### src/rtl/hazard_ctrl_pkg.sv
// Shared pipeline hazard-control constants: state encoding, register-field width,
// default multiply/divide latency and the busy-counter width.
package hazard_ctrl_pkg;

    localparam int unsigned REG_ADDR_W     = 5;
    localparam int unsigned MULDIV_LAT_DEF = 4;
    localparam int unsigned CNT_W          = 4;

    localparam logic [0:0] HZ_RUN  = 1'b0;
    localparam logic [0:0] HZ_BUSY = 1'b1;

endpackage : hazard_ctrl_pkg

### src/rtl/hazard_lu_detect.sv
// Load-use compare: the load in EX writes a register that the ID instruction reads.
// Register 0 is hardwired, so a load targeting it never creates a dependency.
module hazard_lu_detect
    import hazard_ctrl_pkg::*;
(
    input  logic                  mem_read,
    input  logic [REG_ADDR_W-1:0] ex_rt,
    input  logic [REG_ADDR_W-1:0] id_rs,
    input  logic [REG_ADDR_W-1:0] id_rt,
    output logic                  lu
);

    // Purely combinational dependency check
    always_comb begin
        lu = mem_read && (ex_rt != '0) && ((ex_rt == id_rs) || (ex_rt == id_rt));
    end

endmodule : hazard_lu_detect

### src/rtl/hazard_ctrl.sv
// Pipeline hazard controller: stall/flush sequencing for PC, IF/ID and ID/EX.
// Optional macro HAZARD_PERF_CNT_EN adds saturating stall/flush event counters.
module hazard_ctrl
    import hazard_ctrl_pkg::*;
#(
    parameter int unsigned MULDIV_LAT = MULDIV_LAT_DEF
) (
    input  logic                  Clock,
    input  logic                  Reset,
    input  logic [REG_ADDR_W-1:0] IFID_Rs_In,
    input  logic [REG_ADDR_W-1:0] IFID_Rt_In,
    input  logic                  IDEX_MemRead_In,
    input  logic [REG_ADDR_W-1:0] IDEX_Rt_In,
    input  logic                  Jump_In,
    input  logic                  Branch_Taken_In,
    input  logic                  MulDiv_Start_In,
    output logic                  PC_WriteEnable_Out,
    output logic                  IFID_WriteEnable_Out,
    output logic                  IFID_Flush_Out,
    output logic                  IDEX_WriteEnable_Out,
    output logic                  IDEX_Flush_Out,
    output logic                  EXMEM_Bubble_Out,
    output logic                  MulDiv_Busy_Out
`ifdef HAZARD_PERF_CNT_EN
    ,
    output logic [31:0]           Stall_Cycles_Out,
    output logic [31:0]           Flush_Count_Out
`endif
);

    localparam logic [CNT_W-1:0] CNT_LOAD = CNT_W'(MULDIV_LAT - 2);

    logic [0:0]       state_q, state_d;
    logic [CNT_W-1:0] cnt_q, cnt_d;
    logic             ret_q, ret_d;
    logic             lu;

    hazard_lu_detect u_lu_detect (
        .mem_read (IDEX_MemRead_In),
        .ex_rt    (IDEX_Rt_In),
        .id_rs    (IFID_Rs_In),
        .id_rt    (IFID_Rt_In),
        .lu       (lu)
    );

    // State, busy counter and return-cycle flag
    always_ff @(posedge Clock or negedge Reset) begin
        if (!Reset) begin
            state_q <= HZ_RUN;
            cnt_q   <= '0;
            ret_q   <= 1'b0;
        end else begin
            state_q <= state_d;
            cnt_q   <= cnt_d;
            ret_q   <= ret_d;
        end
    end

    // Next state and Mealy control outputs, first matching hazard wins
    always_comb begin
        state_d              = state_q;
        cnt_d                = cnt_q;
        ret_d                = 1'b0;
        PC_WriteEnable_Out   = 1'b1;
        IFID_WriteEnable_Out = 1'b1;
        IFID_Flush_Out       = 1'b0;
        IDEX_WriteEnable_Out = 1'b1;
        IDEX_Flush_Out       = 1'b0;
        EXMEM_Bubble_Out     = 1'b0;
        MulDiv_Busy_Out      = 1'b0;

        if (state_q == HZ_BUSY) begin
            PC_WriteEnable_Out   = 1'b0;
            IFID_WriteEnable_Out = 1'b0;
            IDEX_WriteEnable_Out = 1'b0;
            EXMEM_Bubble_Out     = 1'b1;
            MulDiv_Busy_Out      = 1'b1;
            if (cnt_q == '0) begin
                state_d = HZ_RUN;
                ret_d   = 1'b1;
            end else begin
                cnt_d = cnt_q - CNT_W'(1);
            end
        end else if (Branch_Taken_In) begin
            IFID_Flush_Out = 1'b1;
            IDEX_Flush_Out = 1'b1;
        end else if (MulDiv_Start_In) begin
            PC_WriteEnable_Out   = 1'b0;
            IFID_WriteEnable_Out = 1'b0;
            IDEX_WriteEnable_Out = 1'b0;
            // the previous mul/div result is still captured in its return cycle
            EXMEM_Bubble_Out     = !ret_q;
            state_d              = HZ_BUSY;
            cnt_d                = CNT_LOAD;
        end else if (lu) begin
            PC_WriteEnable_Out   = 1'b0;
            IFID_WriteEnable_Out = 1'b0;
            IDEX_Flush_Out       = 1'b1;
        end else if (Jump_In) begin
            IFID_Flush_Out = 1'b1;
        end

        // reset holds every stage register frozen and squashed
        if (!Reset) begin
            PC_WriteEnable_Out   = 1'b0;
            IFID_WriteEnable_Out = 1'b0;
            IDEX_WriteEnable_Out = 1'b0;
            IFID_Flush_Out       = 1'b1;
            IDEX_Flush_Out       = 1'b1;
            EXMEM_Bubble_Out     = 1'b0;
            MulDiv_Busy_Out      = 1'b0;
        end
    end

`ifdef HAZARD_PERF_CNT_EN
    // Saturating stall and flush event counters
    always_ff @(posedge Clock or negedge Reset) begin
        if (!Reset) begin
            Stall_Cycles_Out <= '0;
            Flush_Count_Out  <= '0;
        end else begin
            if (!PC_WriteEnable_Out && (Stall_Cycles_Out != '1)) begin
                Stall_Cycles_Out <= Stall_Cycles_Out + 32'd1;
            end
            if (IFID_Flush_Out && (Flush_Count_Out != '1)) begin
                Flush_Count_Out <= Flush_Count_Out + 32'd1;
            end
        end
    end
`endif

endmodule : hazard_ctrl

### config.mk
export PLATFORM = sky130hd
export DESIGN_NAME = hazard_ctrl
export DESIGN_NICKNAME = d
export VERILOG_FILES = /design/src/rtl/hazard_ctrl_pkg.sv /design/src/rtl/hazard_lu_detect.sv /design/src/rtl/hazard_ctrl.sv
export SDC_FILE = /design/constraint.sdc
export NUM_CORES = 1
export LEC_CHECK = 0
export ABC_CLOCK_PERIOD_IN_PS = 1800
export CAP_MARGIN = 20
export CORE_UTILIZATION = 37
export DETAILED_ROUTE_END_ITERATION = 10
export PLACE_DENSITY = 0.77
export SLEW_MARGIN = 30
export SYNTH_ARGS = -nofsm -noshare
export SYNTH_HDL_FRONTEND = slang
export SYNTH_SLANG_ARGS = --single-unit
### constraint.sdc
create_clock -name Clock -period 1.8 [get_ports Clock]
set_clock_uncertainty 0.05 [all_clocks]
set_input_delay 0.27 -clock Clock [delete_from_list [all_inputs] [get_ports Clock]]
set_output_delay 0.27 -clock Clock [all_outputs]
set_load 0.01 [all_outputs]
# == Yosys cells after proc, flatten, opt, wreduce, memory -nomap -nowiden ==
# Cells that the tools add are included.
# totals
ramBits,0
rom_bits,0
in_bits,21
mem_count,0
elab_cells,52
out_inout_bits,7
latchBits,0
reg_bits,6
# classes
n_lt_le_gt_ge,0
add_sub_neg,1
multipliers,0
n_eq_ne,4
mux,36
shifts,0
bitwise_logic,0
div,0
n_reduce_logical,8
# op_table
operator,count
1-bit 2-to-1 mux,32
4-bit 2-to-1 mux,4
5-bit equality test,2
5-bit nonzero test,1
4-bit zero test,1
"4-bit by 1-bit subtractor with 4-bit output, second input constant",1
3-bit AND reduction,1
1-bit logical AND,2
"2-bit by 1-bit != test with 1-bit output, second input constant",1
"2-bit != test, second input constant",1
2-bit nonzero test,1
1-bit zero test,1
1-bit logical OR,1

# == Longest topological paths before layout ==
# Gate-level depths: netlist (run 1).
# depth
word_depth,8
mapped_depth,7
depth_no_buf,7

# == Modules after synthesis ==
# A second synthesis (run 1) with hierarchy kept.
# unflattened
cells_unflattened,58
hier_area_um2,530.5
# modules_own_cells
module,seq_area_each_um2,instances,cells_each,area_each_um2
hazard_ctrl,150.1,1,41,405.4
hazard_lu_detect,0.0,1,17,125.1

# == Least setup slack after synthesis (run 1) ==
# Ideal clock, no wire load.
# synth_timing
path_kind,input to output
from,input IDEX_Rt_In[0]
to,output PC_WriteEnable_Out
path_stages,5
n_path_buf,1
slack_ps,-72
arrival_time_ps,1552
required_time_ps,1480
path_cell_list,or4_1 -> o21ai_2 -> nor2_1 -> a21boi_0 -> buf_4
# synth_between
elab_chain_len,8
elab_cells_between_ends,11
cone_classes,2 x eq/ne; 5 x mux; 4 x reduce/logical
# synth_rtl
element,line,rtl
start: declaration,hazard_ctrl.sv:13,"input logic [REG_ADDR_W-1:0] IDEX_Rt_In,"
5-bit equality test or 5-bit nonzero test (tied branches),hazard_lu_detect.sv:15,lu = mem_read && (ex_rt != '0) && ((ex_rt == id_rs) || (ex_rt == id_rt));
1-bit logical OR or 1-bit logical AND (tied branches),hazard_lu_detect.sv:15,
1-bit logical AND (*),hazard_lu_detect.sv:15,
1-bit 2-to-1 mux (*) (5 in a row),--,
end: declaration,hazard_ctrl.sv:17,"output logic PC_WriteEnable_Out,"
# Mark *: on every way between the ends. The rest lies on a longest branch, timed or not.

# == Final worst setup path (run 1) ==
# layout_timing
from,input IDEX_Rt_In[4]
to,output IFID_Flush_Out
# layout_between
elab_chain_len,8
elab_cells_between_ends,11
cone_classes,2 x eq/ne; 5 x mux; 4 x reduce/logical
# layout_rtl
element,line,rtl
5-bit equality test or 5-bit nonzero test (tied branches),hazard_lu_detect.sv:15,
1-bit logical OR or 1-bit logical AND (tied branches),hazard_lu_detect.sv:15,
1-bit logical AND (*),hazard_lu_detect.sv:15,
1-bit 2-to-1 mux (*),hazard_ctrl.sv:95,end else if (lu) begin
1-bit 2-to-1 mux (*),hazard_ctrl.sv:87,end else if (MulDiv_Start_In) begin
1-bit 2-to-1 mux (*),hazard_ctrl.sv:84,end else if (Branch_Taken_In) begin
1-bit 2-to-1 mux (*),hazard_ctrl.sv:72,if (state_q == HZ_BUSY) begin
1-bit 2-to-1 mux (*),hazard_ctrl.sv:104,if (!Reset) begin
end: declaration,hazard_ctrl.sv:19,"output logic IFID_Flush_Out,"
# Marked as above.

==> impl_metrics.csv, run 1 <==
group,metric,value,unit
run_status,status,"completed",
detailed_routing,drt_iter0_drc,6,
cts,tritoncts,"built",
logic_synthesis,synth.avg_cell_area,8.55,um^2
detailed_routing,drtPass1Iterations,4,
place,io_buffer_count,27,
detailed_routing,drc_errors,0,
job,cap_violations,0,
power_and_ir_drop,power.leakage,0.486,nW
timing,finalHoldWorstSlack,0.104,ns
critical_path,critPathSlowestCell,"or4_4",
logic_synthesis,ys_seq_elements,6,
global_routing,gr-total-overflow,0,
timing,worst_slew_pin_slew,0.261,ns
cts,clock_latency,0.26,ns
logic_synthesis,synth_flop_cell,"dfrtp_1",
global_routing,use_met3,0.0751,
critical_path,critPathMaxStageDelay,0.54,ns
logic_synthesis,synthArstFlopShare,1.00,
timing,fin_ws,0.00994,ns
global_routing,grtUsageTotal,0.248,
logic_synthesis,yosys.cell_types.count,28,
detailed_routing,vias,577,
global_routing,grt_pass1_wl,2500,um
detailed_routing,wl,1570,um
cts,htreeDepth,1,
cts,root_buffer,"clkbuf_4",
place,dp.cells,110,
timing,rsz0062_at_grt,"true",
cts,ctsLongestPathBuffers,2,
hold_path,hp-class,"input pin to async pin",
cells_and_area,areaGrowthSynthToFinish,81.1,%
global_routing,grt_pass1_vias,569,
detailed_routing,antenna_left,0,
timing,hold_violations,0,
critical_path,critical_path.cell_chain,"buf_6, or4_4, o21ai_4, nor2_2, a211oi_2, buf_2",
timing,period_needed,1.79,ns
global_routing,met1_usage,0.296,
cts,cts.clk_slew.worst_paths,0.05,ns
die,start_util,0.425,
logic_synthesis,synth_edf_count,0,
cells_and_area,nNetsFinal,125,
die,core-area,1190,um^2
global_routing,antenna_found_initial,0,
global_routing,grt_util_met2,0.425,
timing,period_share,0.994,
power_and_ir_drop,p_per_area,923,nW/um^2
critical_path,criticalPathCategory,"input pin to output pin",
place,dp_hpwl,1320,um
die,die_area,1510,um^2
cts,cts.sinks,6,
logic_synthesis,ys_seq_area_frac,0.298,
die,io_pins,28,
logic_synthesis,syn-num-nets,81,
global_routing,grt_max_degree,9,
timing,slew_viol_final,0,
logic_synthesis,syn_inst,59,
cts,postCtsHoldBufs,0,
detailed_routing,wl_per_cell,13.7,um
cells_and_area,drive_gt1_frac,0.406,
detailed_routing,vias_per_cell,5.02,
critical_path,cp-start-kind,"input pin",
place,gp_congestion,0.862,
critical_path,cp.arrival,1.47,ns
timing,setup_viol,0,
power_and_ir_drop,ir_worst_vdd,0.771,mV
place,place_ws,-0.777,ns
die,rows,12,
die,die_y,38.9,um
cts,cts_buffers,3,
critical_path,crit_path_end_kind,"output pin",
global_routing,top_usage_layer,"met2",
logic_synthesis,yosys_warnings,0,
die,dieWidth,38.9,um
cells_and_area,final_cells,115,
cells_and_area,diodes,0,
critical_path,crit_fanout,3,
critical_path,cp.required,1.48,ns
logic_synthesis,syn_area,504,um^2
timing,fmax,559,MHz
timing,relSlewSlack,0.826,
[power breakdown]
part	internal [mW]	switching, mW	leakage (nW)
sequential	0.196	0.0527	0.0732
combinational	0.252	0.211	0.399
clock	0.0759	0.0557	0.0138
[worst paths after layout]
path / from / end / slack, ns / depth (start not counted)
worst max-delay path: IDEX_Rt_In[4] / IFID_Flush_Out / 0.01 / 6
min in group Clock: Branch_Taken_In / state_q / 0.53 / 4
worst min-delay path: Reset / cnt_q[3] / 0.10 / 2
worst max register to register: cnt_q[0] / cnt_q[1] / 0.13 / 7
worst min register to register: cnt_q[0] / cnt_q[0] / 0.54 / 3
max in group asynchronous: Reset / cnt_q[0] / 1.46 / 2
[registers in the layout, summed over array words and instances (netlist names)]
name / count
cnt_q: 4
ret_q: 1
state_q: 1
[worst max-delay path: cells and delay by family]
family / cells / cell delay [ns]
compound gates: 2 / 0.36
buf+inv: 2 / 0.25
simple gates: 2 / 0.59
[Yosys cell counts (2+ instances only)]
library cell / instances / share of area
nand3_1: 4 / 0.040
nand2_1: 3 / 0.022
xnor2_1: 11 / 0.19
o21ai_0: 2 / 0.020
dfrtp_1: 6 / 0.30
a21oi_1: 3 / 0.030
nor2_1: 3 / 0.022
inv_2: 2 / 0.015
o21ai_1: 2 / 0.020
inv_1: 5 / 0.037
[cells by family after synthesis]
kind of cell / share of synthesized area
simple gates: 0.238
compound gates: 0.181
xor+xnor: 0.191
buf+inv: 0.0670
flops: 0.298
fa+ha+maj: 0.0248
[per-layer routing]
metal / up-vias / share of wire / routed length [um]
met2: 22 / 0.51 / 800
met1: 262 / 0.42 / 663
met4: 0 / 0.015 / 24
met3: 4 / 0.053 / 84
li1: 289 / - / -
met5: - / 0 / 0
[layout make-up]
cell class                 count  area [um^2]
clock buffer                   3         22.5
fill                          88          273
inverter                       7         26.3
multi-input combinational     45          355
sequential                     6          150
tap                           14         17.5
timing repair buffer          40          342
[placed cells by master (no fill, tap or decap), types with 2 or more instances in the layout]
cell type and n:
xnor2_1 11, inv_2 3, clkdlybuf4s50_1 2, dfrtp_1 6, nand2_1 3, dlygate4sd2_1 9, buf_4 13, dlymetal6s2s_1 7
nand3_1 4, buf_2 6, inv_1 4, a21oi_1 3, o21ai_1 2, buf_6 2, nor2_1 2, clkbuf_4 3
o21ai_0 2
[through the flow]
stage	cell area [um^2]	utilization	TNS, ns	total power [mW]
2_1_floorplan	504	-	0	0.506
4_1_cts	880	0.742	-0.0171	0.830
5_1_grt	913	0.770	-0.0669	0.907
3_5_place_dp	867	0.731	-3.72	0.716
3_3_place_gp	867	0.731	-3.57	0.696
6_report	913	0.770	0	0.843
[what timing repair did]
| action | CTS | global route |
|---|---|---|
| gates resized for setup | 52 | 10 |
| gates cloned | 0 | 0 |
| pin swaps | 13 | 8 |
| setup endpoints to repair | 7 | 6 |
| setup buffers | 0 | 2 |
(Power assumes the default switching activity.)
==> run 2, diff against run 1 <==
--- a/config.mk
+++ b/config.mk
@@ -9,8 +9,9 @@
 export CAP_MARGIN = 20
 export CORE_UTILIZATION = 37
 export DETAILED_ROUTE_END_ITERATION = 10
-export PLACE_DENSITY = 0.77
+export PLACE_DENSITY = 0.76
 export SLEW_MARGIN = 30
 export SYNTH_ARGS = -nofsm -noshare
 export SYNTH_HDL_FRONTEND = slang
+export SYNTH_HIERARCHICAL = 1
 export SYNTH_SLANG_ARGS = --single-unit
==> impl_metrics.csv, run 2 <==
group,metric,value,unit
critical_path,crit_path_end_kind,"output pin",
logic_synthesis,synth_compound_area_frac,0.182,
power_and_ir_drop,power,884,uW
power_and_ir_drop,p_per_area,949,nW/um^2
cells_and_area,nNetsFinal,124,
global_routing,antenna_found_initial,0,
place,io_buffer_count,27,
global_routing,grt_pass1_wl,2090,um
cts,root_buffer,"clkbuf_4",
detailed_routing,wl,1440,um
cells_and_area,num-fill-cells,100,
cts,cts.sinks,6,
die,core-area,1320,um^2
timing,period_needed,1.93,ns
cells_and_area,regArea,150,um^2
timing,period_share,1.07,
detailed_routing,drc_errors,0,
cells_and_area,fin_util,0.708,
run_status,violations,"negative setup slack",
timing,finalHoldWorstSlack,0.286,ns
global_routing,grt_pass1_vias,509,
timing,rsz0062_at_grt,"true",
detailed_routing,antenna_left,0,
logic_synthesis,synthArstFlopShare,1.00,
logic_synthesis,synth_top_cell_area_share,0.283,
logic_synthesis,synth.area.top_cells,"dfrtp_1, xor2_1, xnor2_1, nand4bb_4, mux2i_1",
logic_synthesis,netlist_top_cells_count,"dfrtp_1, xor2_1, nor2_1",
logic_synthesis,syn_area,531,um^2
cells_and_area,areaGrowthSynthToFinish,75.7,%
cts,clock_latency,0.24,ns
logic_synthesis,syn-num-nets,80,
die,io_pins,28,
critical_path,criticalPathCategory,"input pin to output pin",
detailed_routing,wl_per_cell,12.5,um
power_and_ir_drop,power.leakage,0.468,nW
job,cap_violations,0,
cells_and_area,finalInstanceArea,932,um^2
logic_synthesis,yosysTopAreaCell,"dfrtp_1",
critical_path,cp.required,1.48,ns
critical_path,crit_fanout,3,
die,die_y,39.9,um
die,start_util,0.403,
detailed_routing,drtPass1Iterations,2,
global_routing,grt_max_degree,11,
critical_path,cp-start-kind,"input pin",
logic_synthesis,yosys_warnings,6,
timing,setup_viol,4,
logic_synthesis,syn_inst,58,
logic_synthesis,synthXorXnorAreaFrac,0.165,
logic_synthesis,yosys.cell_types.count,25,
logic_synthesis,synth_flop_cell,"dfrtp_1",
die,rows,13,
place,gp_congestion,0.727,
place,dp.cells,109,
hold_path,hp-class,"input pin to async pin",
timing,fin_ws,-0.127,ns
cts,cts.clk_slew.worst_paths,0.05,ns
detailed_routing,vias,541,
logic_synthesis,synth.avg_cell_area,9.15,um^2
global_routing,grtUsageTotal,0.198,
cts,tritoncts,"built",
cts,postCtsHoldBufs,0,
cts,ctsLongestPathBuffers,2,
logic_synthesis,synth-adder-area-share,0.0236,
cts,cts_buffers,3,
logic_synthesis,ys_seq_area_frac,0.283,
cts,htreeDepth,1,
critical_path,cp.arrival,1.61,ns
place,placed_cell_area,883,um^2
timing,relSlewSlack,0.849,
die,dieWidth,39.9,um
logic_synthesis,synth_edf_count,0,
logic_synthesis,muxShareOfSynthArea,0.0377,
cells_and_area,final_cells,115,
die,die_area,1590,um^2
power_and_ir_drop,ir_worst_vdd,0.749,mV
global_routing,gr-total-overflow,0,
cells_and_area,drive_gt1_frac,0.400,
cells_and_area,reg.largest.list,"cnt_q x4, ret_q x1, state_q x1",
cells_and_area,final_cell_mix,"buf_4, dfrtp_1, clkdlybuf4s15_1, buf_2",
cells_and_area,multiInputGateArea,367,um^2
place,dp_hpwl,1160,um
timing,worst_slew_pin_slew,0.224,ns
cells_and_area,largest_register_ffs,4,
logic_synthesis,ys_seq_elements,6,
detailed_routing,drt_iter0_drc,4,
logic_synthesis,synth-simple-area-share,0.231,
timing,fmax,519,MHz
timing,slew_viol_final,0,
cells_and_area,top_register,"cnt_q",
detailed_routing,vias_per_cell,4.70,
cells_and_area,diodes,0,
run_status,status,"finished with violations",
cells_and_area,final_common_cell,"buf_4",
timing,hold_violations,0,
logic_synthesis,synth_top_family_by_area,"simple AND/OR/NAND/NOR gates",
-- run 2: cell count changes after synthesis, moves of 2 or more --
cell     before  now
mux2i_1       0    2
nand2_1       3    0
nor2_1        3    5
nor3_1        0    3
o21a_1        0    2
o21ai_0       2    0
o21ai_1       2    4
xnor2_1      11    4
xor2_1        0    6
-- run 2: worst max-delay path: stages --
cell and delay [ns]:
buf_8 0.10, or4_4 0.52, o21ai_2 0.14, a21oi_2 0.05, buf_4 0.13, nor2_1 0.08
a21oi_1 0.07, o21ai_1 0.10, buf_2 0.14
-- run 2: repair_timing --
item,in CTS,in global routing
resized for setup,56,16
pin swaps,13,18
setup endpoints to repair,7,5
hold endpoints to repair,0,0
gates cloned,0,0
buffers inserted,2,1
-- run 2: per-stage QoR --
step	setup TNS [ns]	setup slack (ns)
4_1_cts	-0.406	-0.161
3_5_place_dp	-3.95	-0.856
5_1_grt	-0.644	-0.179
3_3_place_gp	-3.72	-0.819
6_report	-0.419	-0.127
2_1_floorplan	0	0.152
-- run 2: path summary, 6_finish.rpt --
| path | slack, ns | start | cells after the start | to |
|---|---|---|---|---|
| max reg2reg | 0.44 | cnt_q[0] | 6 | cnt_q[1] |
| max | -0.13 | IDEX_Rt_In[4] | 9 | IFID_Flush_Out |
| max in group asynchronous | 1.29 | Reset | 2 | cnt_q[2] |
| min | 0.29 | Reset | 2 | ret_q |
| min in group Clock | 0.46 | cnt_q[1] | 1 | cnt_q[1] |
| min reg2reg | 0.46 | cnt_q[1] | 1 | cnt_q[1] |
-- run 2: metal layers --
| metal | vias up | global-route usage | part of all wire |
|---|---|---|---|
| met1 | 249 | 0.232 | 0.43 |
| li1 | 283 | - | - |
| met3 | 0 | 0.0341 | 0.030 |
| met4 | 0 | 0 | 0 |
| met5 | - | 0 | 0 |
| met2 | 9 | 0.383 | 0.54 |
-- run 2: power by group --
part | switching, mW | internal (mW)
Combinational | 0.246 | 0.278
Sequential | 0.0432 | 0.200
Clock | 0.0422 | 0.0750
Total | 0.331 | 0.553
-- run 2: cell families after synthesis --
| group | after synthesis |
|---|---|
| compound gates | 13 |
| buf+inv | 8 |
| fa+ha+maj | 1 |
| simple gates | 18 |
| xor+xnor | 10 |
| flops | 6 |
| mux | 2 |
-- run 2: layout make-up --
type                    instances  area share
inverters                       6      0.0242
well taps                      15      0.0201
multi-input cells              44       0.393
clock buffers                   3      0.0242
repair buffers                 41       0.377
flip-flops and latches          6       0.161
==> run 3, diff against run 2 <==
--- a/config.mk
+++ b/config.mk
@@ -10,6 +10,7 @@
 export CORE_UTILIZATION = 37
 export DETAILED_ROUTE_END_ITERATION = 10
 export PLACE_DENSITY = 0.76
+export REMOVE_ABC_BUFFERS = 1
 export SLEW_MARGIN = 30
 export SYNTH_ARGS = -nofsm -noshare
 export SYNTH_HDL_FRONTEND = slang
==> impl_metrics.csv, run 3 (same netlist as run 2, synthesis figures left out) <==
group,metric,value,unit
critical_path,critPathSlowestCell,"nor3_2",
cells_and_area,num-fill-cells,115,
global_routing,grt_pass1_vias,532,
cells_and_area,largest_register_ffs,4,
cells_and_area,regArea,150,um^2
cells_and_area,diodes,0,
timing,relSlewSlack,0.815,
cells_and_area,reg.largest.list,"cnt_q x4, ret_q x1, state_q x1",
critical_path,cp.arrival,1.53,ns
detailed_routing,vias,560,
cells_and_area,final_common_cell,"buf_4",
timing,slew_viol_final,0,
cts,ctsLongestPathBuffers,2,
cts,cts_buffers,3,
run_status,violations,"negative setup slack",
die,dieWidth,39.9,um
critical_path,crit_path_end_kind,"output pin",
place,io_buffer_count,27,
cells_and_area,final_cell_mix,"buf_4, dlygate4sd2_1, buf_2",
die,rows,13,
cts,cts.sinks,6,
global_routing,gr-total-overflow,0,
critical_path,cp.required,1.48,ns
cells_and_area,multiInputGateArea,360,um^2
detailed_routing,drtPass1Iterations,3,
detailed_routing,wl,1490,um
detailed_routing,wl_per_cell,13.1,um
place,gp_congestion,0.664,
critical_path,critPathMaxStageDelay,0.22,ns
global_routing,antenna_found_initial,0,
power_and_ir_drop,power.leakage,0.445,nW
cells_and_area,nNetsFinal,122,
global_routing,grtUsageTotal,0.213,
cells_and_area,drive_gt1_frac,0.378,
place,place_ws,-0.872,ns
power_and_ir_drop,power,878,uW
die,core-area,1320,um^2
detailed_routing,drc_errors,0,
critical_path,cp-start-kind,"input pin",
cts,cts.clk_slew.worst_paths,0.04,ns
die,die_area,1590,um^2
cts,root_buffer,"clkbuf_4",
cells_and_area,top_register,"cnt_q",
timing,rsz0062_at_grt,"true",
timing,fmax,541,MHz
critical_path,crit_fanout,3,
detailed_routing,antenna_left,0,
cells_and_area,areaGrowthSynthToFinish,70.0,%
cts,clock_latency,0.23,ns
power_and_ir_drop,ir_worst_vdd,0.643,mV
global_routing,grt_pass1_wl,2150,um
hold_path,hp-class,"input pin to async pin",
detailed_routing,vias_per_cell,4.96,
run_status,status,"finished with violations",
place,dp_hpwl,1210,um
die,start_util,0.403,
timing,period_needed,1.85,ns
die,io_pins,28,
global_routing,grt_max_degree,10,
die,die_y,39.9,um
cts,htreeDepth,1,
cts,tritoncts,"built",
power_and_ir_drop,p_per_area,973,nW/um^2
timing,period_share,1.03,
critical_path,criticalPathCategory,"input pin to output pin",
timing,hold_violations,0,
timing,setup_viol,3,
timing,worst_slew_pin_slew,0.276,ns
job,cap_violations,0,
timing,fin_ws,-0.0495,ns
detailed_routing,drt_iter0_drc,2,
critical_path,critical_path.cell_chain,"buf_8, buf_6, xor2_1, nor3_2, nand3_1, a21oi_2, nor2_1, a21oi_1, o21ai_1, buf_2",
==> run 3: cell count changes in the layout (fill, tap and decap cells not counted), moves of 2 or more <==
| cell | before | now |
|---|---|---|
| clkbuf_2 | 3 | 1 |
| dlygate4sd2_1 | 3 | 8 |
| clkdlybuf4s15_1 | 6 | 4 |
| dlymetal6s2s_1 | 3 | 1 |
==> run 3: final timing paths <==
path	endpoint	start	cells past startpoint	slack (ns)
worst min-delay path	cnt_q[1]	Reset	2	0.34
max in group asynchronous	cnt_q[0]	Reset	2	1.25
worst max register to register	cnt_q[1]	cnt_q[0]	6	0.45
worst max-delay path	IFID_Flush_Out	IDEX_Rt_In[3]	10	-0.05
worst min register to register	cnt_q[1]	cnt_q[1]	1	0.48
min in group Clock	state_q	Branch_Taken_In	4	0.44
==> run 3: cell type report <==
class                           instances  area share
Multi-Input combinational cell         44       0.399
Inverter                                6      0.0250
Timing Repair Buffer                   39       0.363
Tap cell                               15      0.0208
Sequential cell                         6       0.166
Clock buffer                            3      0.0250
==> run 3: per-stage QoR <==
step	TNS, ns	utilization	hold slack [ns]	instance area, um^2	instances
after global placement	-3.50	0.665	0.462	876	108
final	-0.0979	0.685	0.337	902	113
after global routing	-0.349	0.685	0.352	902	113
after floorplan	0	-	-0.0756	512	56
after CTS	-0.181	0.688	0.413	906	114
after detailed placement	-3.73	0.665	0.483	876	108
==> run 3: layer usage <==
metal / wire length, um / up-vias / share of wire / track usage
li1: - / 282 / - / -
met4: 0 / 0 / 0 / 0.0776
met3: 145 / 0 / 0.098 / 0.0511
met1: 531 / 255 / 0.36 / 0.187
met5: 0 / - / 0 / 0
met2: 809 / 23 / 0.54 / 0.440
==> run 3: worst max-delay path, delay by kind of cell <==
kind	cells	cell delay (ns)
AOI/OAI and AO/OA	3	0.40
xor gates and xnor gates	1	0.14
buffers and inverters	3	0.35
and+or+nand+nor	3	0.38
==> run 3: power breakdown <==
part | switching, mW | leakage, nW | total (mW) | internal, mW
logic | 0.249 | 0.358 | 0.519 | 0.270
clock network | 0.0400 | 0.0138 | 0.115 | 0.0748
registers | 0.0440 | 0.0735 | 0.244 | 0.200
total | 0.333 | 0.445 | 0.878 | 0.545
==> run 3: what timing repair did <==
item	CTS	global route
pin swaps	19	11
buffers inserted	3	0
gates resized for setup	63	8
hold buffers	0	0
setup endpoints to repair	7	5
==> RTL change (flow settings as in run 2) <==
`CNT_W`: 4 -> 6.
--- a/src/rtl/hazard_ctrl_pkg.sv
+++ b/src/rtl/hazard_ctrl_pkg.sv
@@ -5,5 +5,5 @@
     localparam int unsigned REG_ADDR_W     = 5;
     localparam int unsigned MULDIV_LAT_DEF = 4;
-    localparam int unsigned CNT_W          = 4;
+    localparam int unsigned CNT_W          = 6;
 
     localparam logic [0:0] HZ_RUN  = 1'b0;
Formal check against the unedited RTL: no difference found for any inputs over 10 cycles, from zero or initial values and one cycle with Reset low; that may be too few to reach the edited logic, so the function may still have changed.
==> RTL change against run 2 <==
  * The run ends with design-rule violations, negative setup slack left
  * Sequential cell count up 2
  * Setup slack worse by 0.0050 ns
  * Design area rose by 9.3%
  * Global-route usage fell by 0.84 points
  * Synthesized cell count rose by 24%
  * Area after synthesis grew 24%
  * Total power is 19% higher
  * Sequential share of layout area grew 3.5 points
  * Non-clock buffer count decreased by 3
  * Wire length is 28% higher
  * Register-to-register slack got worse by 0.29 ns
  * Largest cell class unchanged
==> RTL change: results (changes against run 2) <==
stage,metric,value,unit,change
yosys,Compound-Gate Fraction of Synth Area,23.2,%,+5.0 points
sta,worst-margin pin slew,0.399,ns,+0.174 ns
placed_design,Placement Setup Slack,-0.855,ns,+0.00133 ns
drt,DRC Markers,6,,+6
drt,Routed WL per cell,14.6,um,+16%
placed_design,gpl congestion,0.839,,+15%
global_routing,largest net degree at the start of global routing,10,,-1
yosys,synth unique cells,36,,+44%
outcome,failing checks,"design-rule violations, negative setup slack",,
finish,Final nets,136,,+9.7%
global_routing,global-route wire length before repair,2750,um,+31%
yosys,top post-synthesis cells by area,"dfrtp_1, xor2_1, xnor2_1",,
sta,Setup WS post-layout,-0.132,ns,-0.00505 ns
critical_path,crit path max fanout,2,,-1
power_and_ir_drop,Peak VDD IR,0.670,mV,-11%
power_and_ir_drop,leak pwr,0.490,nW,+4.7%
critical_path,Register-to-Register Setup Slack,0.15,ns,-0.29 ns
outcome,outcome,"finished, violations left",,
finish,Filler Cell Count,140,,+40%
drt,initial drt markers,15,,+11
global_routing,vias in the first global route,658,,+29%
critical_path,Register-to-Register Path Depth,5,,-1
yosys,syn nets,95,,+19%
drt,Via-to-Cell Ratio,5.40,,+15%
finish,layout cell share with drive strength beyond 1,28.8,%,-11 points
sta,Final Setup Violations,4,,unchanged
yosys,sequential share of the synthesized area,30.4,%,+2.1 points
yosys,XOR/XNOR Fraction of Synth Area,13.3,%,-3.2 points
power_and_ir_drop,sw power,0.425,mW,+28%
yosys,synth cell count leaders,"dfrtp_1, xor2_1, a21oi_1",,
[RTL change: layout make-up]
cell class / instances / area (sq um) / share of cell area, %
Clock buffer: 3 / 22.5 / 2.21
Sequential cell: 8 / 200 / 19.7
Timing Repair Buffer: 38 / 323 / 31.7
Tap cell: 16 / 20.0 / 1.97
Inverter: 4 / 15.0 / 1.47
Multi-Input combinational cell: 58 / 438 / 43.0
[RTL change: worst max-delay path: stages]
cell and delay (ns):
buf_6 0.09, or4_1 0.52, o21ai_1 0.16, a21oi_2 0.06
buf_4 0.14, a21oi_2 0.15, o21ai_1 0.07, buf_2 0.15
[RTL change: per-stage QoR]
stage | std cells | total power [mW] | hold WS (ns) | util, % | instance area (sq um)
after global routing | 127 | 1.13 | 0.258 | 64.6 | 1020
after global placement | 121 | 0.892 | 0.462 | 62.8 | 990
after CTS | 126 | 1.05 | 0.179 | 63.4 | 1000
after detailed placement | 121 | 0.915 | 0.470 | 62.8 | 990
after floorplan | 72 | 0.720 | -0.0756 | - | 658
final | 127 | 1.05 | 0.206 | 64.6 | 1020
[RTL change: power groups by stage]
stage               clock (mW)  combinational [mW]  sequential [mW]
detailed placement           0               0.563            0.352
global placement             0               0.548            0.343
floorplan                    0               0.393            0.326
finish                   0.134               0.571            0.346
CTS                      0.144               0.561            0.343
global route             0.144               0.626            0.356
[RTL change: kinds of logic after synthesis]
logic type               after synthesis
AO/OA/AOI/OAI                         21
XOR/XNOR                              10
adder cells (fa/ha/maj)                2
buffers and inverters                  6
flip-flops                             8
multiplexers                           1
AND/OR/NAND/NOR                       24
[RTL change: timing repair]
item / in CTS / in global routing
hold endpoints to repair: 1 / 0
hold buffers: 1 / 0
gates resized for setup: 54 / 9
cloned: 0 / 0
setup buffers: 1 / 1
endpoints found under the setup margin: 7 / 4
pin swaps: 16 / 12
[RTL change: how the worst max path moves through the flow]
| stage | start | endpoint | slack (ns) | cells after the start |
|---|---|---|---|---|
| final | IDEX_Rt_In[2] | IDEX_Flush_Out | -0.13 | 8 |
| after detailed placement | IDEX_Rt_In[1] | IFID_Flush_Out | -0.85 | 8 |
| after CTS | IDEX_Rt_In[2] | IFID_Flush_Out | -0.12 | 8 |
| after global placement | IDEX_Rt_In[1] | IFID_Flush_Out | -0.80 | 8 |
| after global routing | IDEX_Rt_In[2] | IDEX_Flush_Out | -0.16 | 8 |
| after floorplan | IDEX_Rt_In[1] | IFID_Flush_Out | 0.07 | 6 |
[RTL change: per-layer routing]
metal / global-route usage [%] / part of all wire (%) / wire length [um] / vias to the layer above
li1: - / - / - / 341
met1: 23.7 / 43 / 795 / 308
met3: 3.27 / 10 / 184 / 3
met2: 32.1 / 47 / 860 / 34
met5: 0 / 0 / 0 / -
met4: 7.88 / 0.43 / 8 / 0
